===== src/rtl/uart_aes_pkg.sv =====
// uart_aes_pkg: shared constants and FSM state type for the UART/AES command sequencer
package uart_aes_pkg;

    localparam int NBYTES = 16;

    localparam logic [7:0] CMD_KEY  = 8'h01;
    localparam logic [7:0] CMD_ENC  = 8'h02;
    localparam logic [7:0] ACK_BYTE = 8'hA5;

    typedef enum logic [2:0] {
        IDLE,
        RX_KEY,
        RX_PT,
        AES_RUN,
        TX_SEND,
        TX_WAIT
    } state_t;

endpackage


===== src/rtl/uart_aes_sequencer_timeout.sv =====
// timeout_counter: counts idle cycles between received bytes and flags the cycle that reaches the limit
module timeout_counter #(
    parameter int TIMEOUT_CYCLES = 100000
) (
    input  logic clk,
    input  logic reset,
    input  logic clear,
    input  logic enable,
    output logic expire
);

    localparam int W = $clog2(TIMEOUT_CYCLES);

    logic [W-1:0] count;

    // expire fires on the edge that would bring the count to TIMEOUT_CYCLES-1; a byte in the same cycle wins
    assign expire = enable && !clear && count == W'(TIMEOUT_CYCLES - 2);

    // idle-cycle counter, restarted by every byte and whenever the FSM is not receiving
    always_ff @(posedge clk) begin
        if (!reset || clear)
            count <= '0;
        else if (enable)
            count <= count + 1'b1;
    end

endmodule


===== src/rtl/uart_aes_sequencer.sv =====
// uart_aes_sequencer: parses host commands, assembles key/plaintext blocks, runs the AES core and streams replies
module uart_aes_sequencer
    import uart_aes_pkg::*;
#(
    parameter int TIMEOUT_CYCLES = 100000
) (
    input  logic                clk,
    input  logic                reset,
    input  logic [7:0]          rx_data,
    input  logic                rx_done,
    output logic                tx_start,
    output logic [7:0]          tx_data,
    input  logic                tx_done,
    output logic [8*NBYTES-1:0] aes_key,
    output logic [8*NBYTES-1:0] aes_pt,
    output logic                aes_start,
    input  logic [8*NBYTES-1:0] aes_ct,
    input  logic                aes_done,
    output logic                busy,
    output logic                err_timeout,
    output logic                err_overrun
);

    localparam int CW = $clog2(NBYTES + 1);
    localparam logic [CW-1:0] LAST = CW'(NBYTES - 1);

    state_t              state;
    logic [CW-1:0]       byte_cnt;
    logic [8*NBYTES-1:0] ct_buf;
    logic                ack_reply;
    logic                receiving;
    logic                expire;

    assign receiving = state == RX_KEY || state == RX_PT;
    assign busy      = state != IDLE;

    timeout_counter #(
        .TIMEOUT_CYCLES(TIMEOUT_CYCLES)
    ) u_timeout (
        .clk   (clk),
        .reset (reset),
        .clear (rx_done || !receiving),
        .enable(receiving),
        .expire(expire)
    );

    // command FSM with registered pulses; the ct buffer shifts left so its top byte is always the next to send
    always_ff @(posedge clk) begin
        if (!reset) begin
            state       <= IDLE;
            byte_cnt    <= '0;
            ct_buf      <= '0;
            ack_reply   <= 1'b0;
            aes_key     <= '0;
            aes_pt      <= '0;
            tx_data     <= '0;
            tx_start    <= 1'b0;
            aes_start   <= 1'b0;
            err_timeout <= 1'b0;
            err_overrun <= 1'b0;
        end else begin
            tx_start    <= 1'b0;
            aes_start   <= 1'b0;
            err_timeout <= 1'b0;
            err_overrun <= rx_done && (state == AES_RUN || state == TX_SEND || state == TX_WAIT);
            case (state)
                IDLE: begin
                    if (rx_done) begin
                        byte_cnt <= '0;
                        state    <= rx_data == CMD_KEY ? RX_KEY :
                                    rx_data == CMD_ENC ? RX_PT  : IDLE;
                    end
                end
                RX_KEY, RX_PT: begin
                    if (rx_done) begin
                        if (state == RX_KEY)
                            aes_key <= {aes_key[8*NBYTES-9:0], rx_data};
                        else
                            aes_pt <= {aes_pt[8*NBYTES-9:0], rx_data};
                        byte_cnt <= byte_cnt + 1'b1;
                        if (byte_cnt == LAST) begin
                            ack_reply <= state == RX_KEY;
                            aes_start <= state == RX_PT;
                            state     <= state == RX_KEY ? TX_SEND : AES_RUN;
                        end
                    end else if (expire) begin
                        err_timeout <= 1'b1;
                        state       <= IDLE;
                    end
                end
                AES_RUN: begin
                    if (aes_done) begin
                        ct_buf   <= aes_ct;
                        byte_cnt <= '0;
                        state    <= TX_SEND;
                    end
                end
                TX_SEND: begin
                    tx_start <= 1'b1;
                    tx_data  <= ack_reply ? ACK_BYTE : ct_buf[8*NBYTES-1 -: 8];
                    state    <= TX_WAIT;
                end
                TX_WAIT: begin
                    if (tx_done) begin
                        if (ack_reply || byte_cnt == LAST) begin
                            state <= IDLE;
                        end else begin
                            byte_cnt <= byte_cnt + 1'b1;
                            ct_buf   <= ct_buf << 8;
                            state    <= TX_SEND;
                        end
                    end
                end
                default: state <= IDLE;
            endcase
        end
    end

endmodule

===== config.mk =====
export PLATFORM = sky130hd
export DESIGN_NAME = uart_aes_sequencer
export DESIGN_NICKNAME = d
export VERILOG_FILES = /design/src/rtl/uart_aes_pkg.sv /design/src/rtl/uart_aes_sequencer_timeout.sv /design/src/rtl/uart_aes_sequencer.sv
export SDC_FILE = /design/constraint.sdc
export NUM_CORES = 1
export LEC_CHECK = 0
export ABC_CLOCK_PERIOD_IN_PS = 4600
export CORE_MARGIN = 2
export CORE_UTILIZATION = 40
export DETAILED_ROUTE_END_ITERATION = 8
export GPL_TIMING_DRIVEN = 0
export PLACE_DENSITY = 0.66
export SLEW_MARGIN = 20
export SYNTH_ARGS = -nofsm -noshare
export SYNTH_HDL_FRONTEND = slang
export SYNTH_SLANG_ARGS = --single-unit

===== constraint.sdc =====
create_clock -name clk -period 4.6 [get_ports clk]
set_input_delay 0.46 -clock clk [delete_from_list [all_inputs] [get_ports clk]]
set_output_delay 0.46 -clock clk [all_outputs]
set_load 0.005 [all_outputs]

==> flow_summary.json <==
{
  "vias": 15000,
  "wl_um": 52600,
  "finish.utilization_pct": 55.8,
  "grt_pass1_wl_um": 81200,
  "syn_inst": 1898,
  "grt_pass1_vias": 14700,
  "yosysWarnings": 0,
  "powerDensity_mw_per_mm2": 417,
  "nets": 2500,
  "hold_path.class": "register to register",
  "grt.overflow.total": 0,
  "core_region_area_mm2": 0.0421,
  "async_flop_share_pct": 0,
  "num_rows": 75,
  "cp.arrival_ps": 1980,
  "yosysTopAreaCellShare_pct": 49.4,
  "syn2layout_area_growth_pct": 37.4,
  "start_kind": "register",
  "whs_ps": 447,
  "crit_fanout": 10,
  "cts_root_buf": "clkbuf_16",
  "fin_crit_sh_pct": 53.1,
  "cts_buffer_depth": 3,
  "wl_met2_um": 24300,
  "setup_ws_ps": 2160,
  "required_ps": 4140,
  "ys_types": 48,
  "grt_antenna_before_repair": 7,
  "fin_setup_tns_ps": 0,
  "setup_viol": 0,
  "topRoutingLayerUsed": "met5",
  "hold_viol": 0,
  "postPlaceCellArea_mm2": 0.0219,
  "start_util_pct": 40.6,
  "clock_sinks": 422,
  "end_kind": "primary output",
  "drive_gt1_share_pct": 7.15,
  "wl_met3_um": 3760,
  "slew_headroom_pct": 45.0,
  "hold_buffers": 0,
  "fmax_ghz": 0.409,
  "fin_cells": 2933,
  "layout_min_cycle_time_ps": 2440,
  "postRouteAntennaNets": 0,
  "viasPerCell": 5.10,
  "insertion_delay_ps": 580,
  "ioPinCount": 410,
  "finalInstanceArea_mm2": 0.0235,
  "die_h_um": 211,
  "drc": 0,
  "grtUsageTotal_pct": 23.2,
  "yosysSeqAreaShare_pct": 49.4,
  "status": "complete, no violations",
  "ys_seq_elements": 422,
  "rsz0062_at_grt": "no",
  "pre_cts_slack_ps": 2160,
  "slew_violations": 0,
  "drt_iter0_drc": 750,
  "worst_pin_slew_ps": 825,
  "finClkSkew_ps": 20.4,
  "drt-wirelength-per-cell_um": 17.9,
  "p_leak_nw": 10.4,
  "cts_tree": "built",
  "power_mw": 9.80,
  "place_congestion": 0.850,
  "max_cap_violations": 0,
  "critPathKind": "register to primary output",
  "dr.pass1.iters": 5,
  "synth.area.top_cells": "dfxtp_1, nand2_1, a21boi_1",
  "dp_cells": 2845,
  "yosys.area.top_type": "dfxtp_1",
  "syn_nets": 2043,
  "postCtsSetupRepairBufs": 0,
  "numCtsBuffers": 47,
  "post_synth_instance_area_mm2": 0.0171,
  "cts_resized": 0,
  "ir_drop_mv": 0.260,
  "synthFlopType": "dfxtp_1",
  "grt_start_max_net_pins": 13,
  "dp_hpwl_um": 40300,
  "clk_pin_slew_ps": 60,
  "dieArea_mm2": 0.0445,
  "die_x_um": 211,
  "syn_avg_cell_area_um2": 9.02,
  "fill_cells": 3849,
  "port_buffers": 408,
  "wl_met1_um": 23100,
  "synth-edff-count": 0,
  "htree_num_levels": 2
}
-- cell usage in the layout (no fill, tap or decap), types with 5 or more instances in the layout --
cell | synthesis | routed
o211a_1 | 121 | 121
nor2_1 | 29 | 29
buf_4 | 5 | 5
nand3_1 | 18 | 18
xor2_1 | 14 | 14
nor3b_1 | 7 | 7
and3_1 | 9 | 9
nor2b_1 | 5 | 5
bufinv_16 | 0 | 6
dfxtp_1 | 422 | 422
o21ai_0 | 5 | 5
nand2_1 | 655 | 655
nand3b_1 | 7 | 7
clkbuf_8 | 0 | 12
clkdlybuf4s50_1 | 0 | 408
clkbuf_16 | 0 | 48
o211ai_1 | 5 | 5
nor3_1 | 6 | 6
mux2i_1 | 121 | 121
a21boi_1 | 269 | 269
clkbuf_1 | 59 | 74
buf_2 | 85 | 85
-- power breakdown --
part / leakage (nW) / total, mW / switching (mW) / internal (mW)
clock: 0.803 / 3.98 / 1.52 / 2.45
combinational: 6.22 / 1.65 / 0.933 / 0.719
sequential: 3.41 / 4.18 / 0.195 / 3.98
-- per-layer routing --
layer | global-route usage [%] | vias up
met5 | 0 | -
met4 | 6.56 | 10
met3 | 7.39 | 82
met2 | 37.9 | 372
met1 | 29.3 | 7146
li1 | - | 7342
-- logic make-up after synthesis --
kind of cell | after synthesis | share of synthesized area (%)
fa+ha+maj | 4 | 0.292
simple gates | 763 | 18.2
mux | 121 | 7.08
buf+inv | 157 | 4.22
flops | 422 | 49.4
xor+xnor | 16 | 0.819
compound gates | 415 | 20.1
-- path summary, 6_finish.rpt --
path	from	to	cells past startpoint	slack, ps
setup / recovery	state[2]$_SDFFE_PN0P_	busy	4	2160
setup reg to reg	byte_cnt[0]$_SDFFE_PN0P_	ct_buf[70]$_SDFFE_PN0P_	10	2200
hold reg to reg	tx_data[1]$_SDFFE_PN0P_	tx_data[1]$_SDFFE_PN0P_	2	450
hold / removal	tx_data[1]$_SDFFE_PN0P_	tx_data[1]$_SDFFE_PN0P_	2	450
-- flip-flops by register name, indices dropped and copies added, names as in the netlist --
| register | cells |
|---|---|
| ack_reply | 1 |
| aes_key | 128 |
| aes_pt | 128 |
| aes_start | 1 |
| byte_cnt | 5 |
| ct_buf | 128 |
| err_overrun | 1 |
| err_timeout | 1 |
| state | 3 |
| tx_data | 8 |
| tx_start | 1 |
| u_timeout.count | 17 |
-- cell usage after synthesis, types with 3 or more instances --
cell,count
nand2_1,655
dfxtp_1,422
a21boi_1,269
mux2i_1,121
o211a_1,121
buf_2,85
clkbuf_1,59
nor2_1,29
nand3_1,18
xor2_1,14
and3_1,9
nand3b_1,7
nor3b_1,7
nor3_1,6
buf_4,5
nor2b_1,5
o211ai_1,5
o21ai_0,5
a21oi_1,4
ha_1,4
inv_1,4
nand2b_1,4
nand4_1,4
buf_1,3
nor3_2,3
o311a_1,3
-- final cells by class --
class / count / area (um^2) / area share, %
Buffer: 153 / 707 / 3.01
Clock buffer: 75 / 1420 / 6.05
Timing Repair Buffer: 408 / 4080 / 17.4
Clock inverter: 11 / 220 / 0.936
Multi-Input combinational cell: 1319 / 7950 / 33.8
Tap cell: 539 / 674 / 2.87
Inverter: 4 / 15.0 / 0.0638
Sequential cell: 422 / 8450 / 35.9
Antenna cell: 2 / 5.00 / 0.0213
-- worst max-delay path, cell delays in order, from the launching register on --
cell and delay (ps):
dfxtp_1 330, buf_4 190, nor3_2 320, inv_1 70, clkdlybuf4s50_1 490
Note: power is estimated with default switching activity, not from simulation.
